--- config.mk ---
export PLATFORM = sky130hd
export DESIGN_NAME = instruction_fetch
export DESIGN_NICKNAME = d
export VERILOG_FILES = /design/src/rtl/instruction_fetch.sv
export SDC_FILE = /design/constraint.sdc
export NUM_CORES = 1
export LEC_CHECK = 0
export CORE_ASPECT_RATIO = 1.25
export CORE_MARGIN = 8
export CORE_UTILIZATION = 35
export CTS_BUF_LIST = sky130_fd_sc_hd__clkbuf_16
export CTS_CLUSTER_SIZE = 8
export DETAILED_ROUTE_END_ITERATION = 8
export GPL_TIMING_DRIVEN = 0
export PLACE_DENSITY = 0.71
export REMOVE_ABC_BUFFERS = 1
export SLEW_MARGIN = 20
export SYNTH_ARGS = -nofsm -noshare
export SYNTH_HDL_FRONTEND = slang
export SYNTH_SLANG_ARGS = --single-unit
--- constraint.sdc ---
create_clock -name clk -period 3.7 [get_ports clk]
set_clock_uncertainty 0.2 [all_clocks]
set_input_delay 0.37 -clock clk [delete_from_list [all_inputs] [get_ports clk]]
set_output_delay 0.37 -clock clk [all_outputs]
set_load 0.005 [all_outputs]
--- src/rtl/instruction_fetch.sv ---
// instruction_fetch: holds the PC and runs one imem req/ack fetch per phase_fetch, feeding decode.
// Optional misaligned-jump trap is built when ROCKWAVE_FETCH_MISALIGN_CHECK_EN is defined.
module instruction_fetch #(
  parameter int unsigned       XLEN         = 32,
  parameter logic [XLEN-1:0]   RESET_VECTOR = 32'h0000_0000,
  parameter logic [XLEN-1:0]   TRAP_VECTOR  = 32'h0000_0004,
  parameter int unsigned       TIMEOUT_CYC  = 255
) (
  input  logic            clk,
  input  logic            rst_n,
  input  logic            phase_fetch,
  input  logic            pc_update,
  input  logic            jump_taken,
  input  logic [XLEN-1:0] jump_pc,
  output logic            imem_req,
  output logic [XLEN-1:0] imem_addr,
  input  logic            imem_ack,
  input  logic [31:0]     imem_rdata,
  output logic [31:0]     inst,
  output logic [XLEN-1:0] curr_pc_fd,
  output logic [XLEN-1:0] next_pc_fd,
  output logic            fetch_busy,
  output logic            fetch_err,
  output logic            misalign_err
);

  localparam logic [31:0]     NOP_INST     = 32'h0000_0013;
  localparam logic [XLEN-1:0] PC_STEP      = XLEN'(3'd4);
  localparam logic [7:0]      TIMEOUT_LAST = 8'(TIMEOUT_CYC - 1);

  typedef enum logic [0:0] {
    ST_IDLE = 1'b0,
    ST_REQ  = 1'b1
  } state_t;

  state_t          state_r;
  logic [XLEN-1:0] pc_r;
  logic [XLEN-1:0] pc_next_s;
  logic [7:0]      wait_cnt_r;

`ifdef ROCKWAVE_FETCH_MISALIGN_CHECK_EN
  logic            misalign_s;

  // Next-PC selection; a misaligned jump target redirects to the trap vector.
  always_comb begin
    pc_next_s  = pc_r;
    misalign_s = 1'b0;
    if (pc_update) begin
      if (jump_taken) begin
        if (jump_pc[1:0] != 2'b00) begin
          pc_next_s  = TRAP_VECTOR;
          misalign_s = 1'b1;
        end else begin
          pc_next_s  = jump_pc;
        end
      end else begin
        pc_next_s = pc_r + PC_STEP;
      end
    end else begin
      pc_next_s = pc_r;
    end
  end

  // Single-cycle misalignment pulse.
  always_ff @(posedge clk or negedge rst_n) begin
    if (!rst_n) begin
      misalign_err <= 1'b0;
    end else begin
      misalign_err <= misalign_s;
    end
  end
`else
  logic unused_jump_low_s;

  assign unused_jump_low_s = ^jump_pc[1:0];

  // Next-PC selection; low target bits are dropped to keep the PC word aligned.
  always_comb begin
    pc_next_s = pc_r;
    if (pc_update) begin
      if (jump_taken) begin
        pc_next_s = {jump_pc[XLEN-1:2], 2'b00};
      end else begin
        pc_next_s = pc_r + PC_STEP;
      end
    end else begin
      pc_next_s = pc_r;
    end
  end

  assign misalign_err = 1'b0;
`endif

  // Fetch FSM, PC register and all registered decode-side outputs.
  always_ff @(posedge clk or negedge rst_n) begin
    if (!rst_n) begin
      state_r    <= ST_IDLE;
      pc_r       <= RESET_VECTOR;
      wait_cnt_r <= 8'd0;
      imem_req   <= 1'b0;
      imem_addr  <= RESET_VECTOR;
      inst       <= NOP_INST;
      curr_pc_fd <= RESET_VECTOR;
      next_pc_fd <= RESET_VECTOR;
      fetch_busy <= 1'b0;
      fetch_err  <= 1'b0;
    end else begin
      pc_r      <= pc_next_s;
      fetch_err <= 1'b0;
      case (state_r)
        ST_IDLE: begin
          // A simultaneous pc_update takes priority and the fetch is dropped.
          if (phase_fetch && !pc_update) begin
            state_r    <= ST_REQ;
            imem_req   <= 1'b1;
            imem_addr  <= pc_r;
            fetch_busy <= 1'b1;
            wait_cnt_r <= 8'd0;
          end else begin
            state_r <= ST_IDLE;
          end
        end
        ST_REQ: begin
          // The request uses the latched imem_addr, so pc_update here only affects the next fetch.
          if (imem_ack) begin
            state_r    <= ST_IDLE;
            imem_req   <= 1'b0;
            fetch_busy <= 1'b0;
            inst       <= imem_rdata;
            curr_pc_fd <= imem_addr;
            next_pc_fd <= imem_addr + PC_STEP;
          end else if (wait_cnt_r == TIMEOUT_LAST) begin
            state_r    <= ST_IDLE;
            imem_req   <= 1'b0;
            fetch_busy <= 1'b0;
            inst       <= NOP_INST;
            curr_pc_fd <= imem_addr;
            next_pc_fd <= imem_addr + PC_STEP;
            fetch_err  <= 1'b1;
          end else begin
            wait_cnt_r <= wait_cnt_r + 8'd1;
          end
        end
        default: begin
          state_r    <= ST_IDLE;
          imem_req   <= 1'b0;
          fetch_busy <= 1'b0;
        end
      endcase
    end
  end

endmodule

; Word level (Yosys, flattened, before mapping)
; Cells that the tools add are included.
[op_classes]
add_sub_neg = 3
n_eq_ne = 5
muxes = 22
bitwise_logic = 1
reduce_logical = 7
[ops]
columns = cell, count
row1 = $mux 32, 7
row2 = $add 32x3->32 const B, 2
row3 = $mux 8, 3
row4 = $pmux 8 s2, 1
row5 = $mux 1, 9
row6 = $add 8x1->8 const B, 1
row7 = $eq 8x8->1 const B, 1
row8 = $ne 2x2->1 const B, 3
row9 = $reduce_and 2->1, 3
row10 = $pmux 1 s2, 2
row11 = $ne 3x2->1 const B, 1
row12 = $reduce_and 3->1, 1
row13 = $reduce_bool 2->1, 1
row14 = $logic_and 1x1->1, 1
row15 = $logic_not 1->1, 1
row16 = $not 1->1, 1
[word_totals]
regBits = 171
inputBits = 70

; Longest topological paths before layout
; Gate-level depths: netlist (run 1).
[logic_depth]
word_depth = 4
ltp_mapped = 8
mapped_depth_nobuf = 6

; Worst setup path before layout (run 1)
; No wires, ideal clock.
[synth_path]
path_kind = reg-to-reg
from = register imem_addr[2]
to = register next_pc_fd[28]
setup_ns = 0.082
t_arrival_ns = 2.072
setup_slack_ns = 1.346
path_stages_with_launch = 7
n_path_buf = 1
period_less_slack_ns = 2.354
cell_sequence = dfrtp_1 ha_1 nand3_4 or4_1 buf_2 or4_1 a31oi_1
[synth_via]
elab_chain_len = 3
[synth_rtl]
columns = item, line_no
row1 = "start, declared", 16  ; output logic [XLEN-1:0] imem_addr,
row2 = "start signal, assigned", 116  ; imem_addr <= pc_r;
row3 = $add 32x3->32 (*), "131, 138"
row4 = $mux 32, 132  ; end else if (wait_cnt_r == TIMEOUT_LAST) begin
row5 = $mux 32 (*), 125  ; if (imem_ack) begin
row6 = "end signal, assigned", 131  ; next_pc_fd <= imem_addr + PC_STEP;
row7 = "end signal, assigned", 138  ; next_pc_fd <= imem_addr + PC_STEP;
row8 = "end, declared", 21  ; output logic [XLEN-1:0] next_pc_fd,
; Every way passes the cells marked *; elsewhere a longest branch is shown, timed or not. The select of a mux whose other input is x is not followed.
; A chain may end at the register's enable or synchronous reset.

; Final worst setup path (run 1)
[layout_path]
from = register pc_r[2]
to = register pc_r[26]
[layout_via]
elab_chain_len = 2
[layout_rtl]
columns = item, line_no
row1 = "start, declared", 37  ; logic [XLEN-1:0] pc_r;
row2 = "start signal, assigned", 108  ; pc_r <= pc_next_s;
row3 = $add 32x3->32, 84  ; pc_next_s = pc_r + PC_STEP;
row4 = $mux 32, 81  ; if (jump_taken) begin
; No other way between the ends.

==> results of run 1 <==
-- cell type report --
cell class	count	area [um2]
clock buffers	17	425
well taps	279	349
clock inverters	15	143
flip-flops and latches	163	4080
inverters	17	63.8
multi-input cells	590	3270
fillers	2027	11100
repair buffers	202	2150
-- kinds of logic after synthesis --
group | Yosys count | synth area share, %
xor gates and xnor gates | 12 | 1.37
adders and majority gates | 4 | 0.653
DFF | 163 | 53.2
other | 1 | 0.0489
AOI/OAI and AO/OA | 192 | 16.8
muxes | 3 | 0.392
and+or+nand+nor | 372 | 22.8
buffers and inverters | 83 | 4.72
-- synth_stat cells, types with 10 or more instances --
cell,instances,area share [%]
o211ai_1,10,0.98
nand4_1,21,1.7
a21oi_1,27,1.8
inv_1,16,0.78
o21ai_0,54,3.5
a31oi_1,15,1.2
nand2_1,202,9.9
or4_1,19,1.9
dfrtp_1,160,52
nor3_1,12,0.78
or3_1,12,0.98
nand3_1,34,2.2
a22o_1,31,3.5
clkbuf_1,50,2.4
nor2_1,38,1.9
-- path summary, 6_finish.rpt --
kind,end,slack [ps],cells after the start
worst max-delay path,pc_r[26],940,5
worst min-delay path,pc_r[9],170,2
worst max register to register,pc_r[26],940,5
worst min register to register,curr_pc_fd[21],270,2
max in group asynchronous,curr_pc_fd[5],2140,4
min in group asynchronous,wait_cnt_r[0],180,2
-- metal layers --
metal	wire, um	GRT usage [%]	up-vias
li1	-	-	3289
met1	9450	20.9	3282
met2	11400	28.0	219
met3	1170	3.63	40
met4	668	6.99	0
met5	0	0	-
-- what timing repair did --
item                                   4_1_cts  5_1_grt
gates resized for setup                      0        0
endpoints found under the hold margin       93        0
hold buffers                                 1        0
-- cell usage in the layout (no fill, tap or decap), types with 10 or more instances in the layout --
| cell | count |
|---|---|
| nand2_1 | 202 |
| clkdlybuf4s50_1 | 189 |
| dfrtp_1 | 160 |
| o21ai_0 | 54 |
| nor2_1 | 38 |
| nand3_1 | 33 |
| a22o_1 | 31 |
| a21oi_1 | 26 |
| nand4_1 | 21 |
| or4_1 | 19 |
| clkbuf_16 | 17 |
| inv_1 | 16 |
| a31oi_1 | 15 |
| or3_1 | 12 |
| nor3_1 | 12 |
| o211ai_1 | 10 |
-- worst max-delay path, stage by stage (launching register included) --
cell and delay (ps):
dfrtp_1 430, ha_1 230, nand3_1 350, or4_1 810, o311a_1 400, a211o_1 220
-- power breakdown --
part           internal, mW  switching, mW  total (mW)
sequential             2.22          0.421        2.64
combinational          1.02          0.687        1.71
clock                 0.945          0.767        1.71
total                  4.18           1.88        6.06
-- metrics by stage --
step / TNS [ps] / util, %
6_report: 0 / 48.7
3_3_place_gp: -1127690 / 44.9
5_1_grt: 0 / 48.7
2_1_floorplan: -87900 / -
3_5_place_dp: 0 / 46.0
4_1_cts: 0 / 48.7
-- sequential cells by signal, summed over array words and instances (netlist names) --
signal,flops
inst,32
curr_pc_fd,30
imem_addr,30
next_pc_fd,30
pc_r,30
wait_cnt_r,8
fetch_busy,1
fetch_err,1
state_r,1
==> reports/metrics.csv, run 1 <==
metric,value,unit
Final period util,74.6,%
Core Area,0.0215,mm2
placed insts,1250,
site row count,60,
CTS tree,built,
Tot Pwr,6.06,mW
Netlist cell types,56,
Clock Latency Late Sink,430,ps
YS warnings,0,
routed wire length,22.7,mm
DP Area,0.00991,mm2
hold crit path type,in -> reg,
total die area,0.0269,mm2
number of enable flip-flop cells after synthesis,0,
Overflow after GRT,0,
worst relative slew slack,29.8,%
RSZ-0062 raised after global routing,no,
run status,finished clean,
Post-synth ARST share,100,%
max-slew violations,0,
Max Cap Viol,0,
DR iter-0 viols,577,
cell area after layout,0.0105,mm2
maximum clock insertion buffer count,2,
Vias per Instance,5.32,
vias in the first global route,6657,
Die Ht,181,um
WL per Instance,17.7,um
Most used DFF post-synth,dfrtp_1,
Synth Register Bits,163,
Port Buffer Count,192,
largest net degree at the start of global routing,71,
Die W,148,um
via count,6830,
Final setup viols,0,
CP Class,reg -> reg,
Max Fanout on Critical Path,11,
critical path required time,3810,ps
Worst Min Path Start,pc_update,
Max IR drop VDD,0.000290,V
Cells after Synth,830,
clk root buf,clkbuf_16,
crit path time final,2760,ps
clock-pin slew on the worst setup and hold paths,70,ps
final std cells w/o fill,1283,
share of layout cells above drive strength 1,5.78,%
"worst slack, placed",954,ps
Post-Syn Area,0.00767,mm2
Final WS setup,938,ps
gpl congestion,0.842,
Crit path arrival time,2870,ps
Total GRT Usage,16.9,%
level count of the clock H-tree,4,
Antenna diodes,0,
first-pass GRT wire length,36.5,mm
DR pass1 iterations,6,
CTS buffer count,17,
Clock Sinks,163,
CP startpoint,pc_r[2],
dpl hpwl,16.4,mm
IO Count,202,
Startpoint Class,flip-flop,
Final #Nets,1065,
DRC violations left,0,
cell area power density,578,mW/mm2
syn_area_per_cell,9.24,um2
Static Leak,4.44,nW
initial core utilization,35.6,%
Slew @ Worst Pin,1050,ps
post-synthesis sequential area ratio,53.2,%
# Post-CTS Setup Buffers,0,
antenna violations before repair,0,
post-route ant nets,0,
Final Hold Viols,0,
Crit. End Element,flip-flop,
Crit Reg-Reg Startpoint,pc_r[2],
Layout area overhead,36.8,%
Hold Slack,167,ps
Fmax,362,MHz
Power figures use the tool's default switching activity.
==> run 2: changes to the inputs <==
Clock period 3.7 ns to 2.8 ns, I/O delays scaled along.
==> run 2 against run 1 <==
Against the previous run:
- worst setup slack got worse by 790 ps
- hold slack got worse by 88 ps
- via count rose by 0.34%
- combinational power rose by 32%
- critical endpoint unchanged
- design area barely moved
- core utilization barely moved
- clock power rose by 32%
- final cell count did not move
- critical path depth did not move
- die area did not move
- clock-buffer cell count did not move
==> reports/metrics.csv, run 2 (synthesized netlist as in run 1, its figures left out) <==
metric,value,unit,change
run status,finished clean,,
Core Area,0.0215,mm2,unchanged
DP Area,0.00991,mm2,unchanged
maximum clock insertion buffer count,2,,unchanged
slowest cell delay on critical path,720,ps,-90 ps
Clock Latency Late Sink,430,ps,about the same
Max Fanout on Critical Path,11,,unchanged
Crit. End Element,flip-flop,,
# Post-CTS Setup Buffers,0,,unchanged
critical path's slowest cell,or4_4,,
first-pass GRT wire length,36.5,mm,unchanged
Final Hold Viols,0,,unchanged
crit path cell chain,ha_1 -> nand3_1 -> or4_4 -> o311a_1 -> a211o_1,,
via count,6853,,+0.34%
Port Buffer Count,192,,unchanged
final core utilization,48.7,%,about the same
worst relative slew slack,29.8,%,-0.056 points
final std cells w/o fill,1283,,unchanged
DR iter-0 viols,615,,+6.6%
Crit Reg-Reg Startpoint,pc_r[2],,
r2r endpoint,pc_r[26],,
crit path time final,2650,ps,-113 ps
Biggest register,inst,,
CTS tree,built,,
max-slew violations,0,,unchanged
top layer in use,met4,,
Startpoint Class,flip-flop,,
cell area power density,763,mW/mm2,+32%
Final #Nets,1065,,unchanged
Vias per Instance,5.34,,+0.34%
RSZ-0062 raised after global routing,no,,
Reg2Reg Depth,5,,unchanged
gpl congestion,0.842,,unchanged
placed insts,1250,,unchanged
Die W,148,um,unchanged
Final period util,94.6,%,+20 points
total die area,0.0269,mm2,unchanged
DRC violations left,0,,unchanged
DR pass1 iterations,5,,-1
met1 WL,9.45,mm,about the same
Total GRT Usage,16.9,%,unchanged
Die Ht,181,um,unchanged
Fmax,377,MHz,+4.3%
Worst setup endpoint,pc_r[26],,
Antenna diodes,0,,unchanged
site row count,60,,unchanged
Filler Cells Inserted,2029,,+0.099%
Hold Slack,79.5,ps,-87.6 ps
vias in the first global route,6657,,unchanged
Crit path arrival time,2760,ps,-110 ps
largest net degree at the start of global routing,71,,unchanged
clk root buf,clkbuf_16,,
share of layout cells above drive strength 1,5.98,%,+0.20 points
wire length on met3,1.21,mm,+3.8%
WL per Instance,17.7,um,+0.43%
Tot Pwr,8.01,mW,+32%
level count of the clock H-tree,4,,unchanged
Max IR drop VDD,0.000382,V,+31%
clock-pin slew on the worst setup and hold paths,60,ps,about the same
Static Leak,4.45,nW,about the same
CP startpoint,pc_r[2],,
routed wire length,22.8,mm,+0.43%
Slew @ Worst Pin,1050,ps,+0.832 ps
CTS buffer count,17,,unchanged
Max Cap Viol,0,,unchanged
Final setup viols,0,,unchanged
Largest register FFs,32,,unchanged
Overflow after GRT,0,,unchanged
reg2reg setup slack,150,ps,-790 ps
initial core utilization,35.6,%,unchanged
dpl hpwl,16.4,mm,unchanged
antenna violations before repair,0,,unchanged
hold crit path type,in -> reg,,
critical path required time,2910,ps,-900 ps
Clock Sinks,163,,unchanged
met2 WL,11.4,mm,+0.18%
"commonest non-fill, non-tap cell in the layout",nand2_1,,
Layout area overhead,36.9,%,about the same
most frequent cells in the layout,"nand2_1 (202), clkdlybuf4s50_1 (189), dfrtp_1 (160)",,
post-route ant nets,0,,unchanged
CP Class,reg -> reg,,
IO Count,202,,unchanged
cell area after layout,0.0105,mm2,about the same
==> run 2: cell types whose count changed in the layout (fill, tap and decap cells not counted) <==
cell | before | now
or4_1 | 19 | 17
or4_4 | 0 | 2
==> run 2: final cells by class <==
type	count	area, um2	share of cell area (%)
Timing Repair Buffer	202	2150	20.5
Clock buffer	17	425	4.05
Inverter	17	63.8	0.608
Clock inverter	15	143	1.36
Multi-Input combinational cell	590	3280	31.2
Sequential cell	163	4080	38.9
Tap cell	279	349	3.32
==> run 2: timing repair <==
action                                  in CTS  in global routing
gates resized for setup                      0                  2
hold endpoints to repair                    93                  0
hold buffers                                 1                  0
endpoints found under the setup margin       0                  9
==> run 2: how the worst min path moves through the flow <==
stage                     end           start  cells past startpoint  slack (ps)
2_1_floorplan  curr_pc_fd[10]           rst_n                      0        -220
3_3_place_gp   curr_pc_fd[21]  curr_pc_fd[21]                      2         260
3_5_place_dp    wait_cnt_r[0]           rst_n                      1         -60
4_1_cts               pc_r[9]       pc_update                      2          60
5_1_grt               pc_r[9]       pc_update                      2          60
6_report             pc_r[10]       pc_update                      2          80
==> run 2: where the power goes <==
| group | internal (mW) | total [mW] | switching [mW] |
|---|---|---|---|
| clock network | 1.25 | 2.26 | 1.02 |
| registers | 2.93 | 3.49 | 0.558 |
| logic | 1.35 | 2.25 | 0.909 |
| total | 5.53 | 8.01 | 2.48 |
==> run 2: layer usage <==
layer | global-route usage [%] | vias up
met4 | 6.99 | 0
met1 | 20.9 | 3295
met5 | 0 | -
met3 | 3.63 | 45
met2 | 28.0 | 236
li1 | - | 3277
==> run 2: through the flow <==
step / setup WS, ps / TNS [ps]
after floorplan: -2250 / -156300
after global placement: -5650 / -1379590
after detailed placement: 53.7 / 0
after CTS: 30.6 / 0
after global routing: 1.55 / 0
final: 151 / 0
==> run 2: critical path: cells and delay by family, from the launching register on <==
kind,cells,cell delay [ps]
AO/OA/AOI/OAI,2,590
adder cells (fa/ha/maj),1,230
flip-flops,1,430
AND/OR/NAND/NOR,2,1090
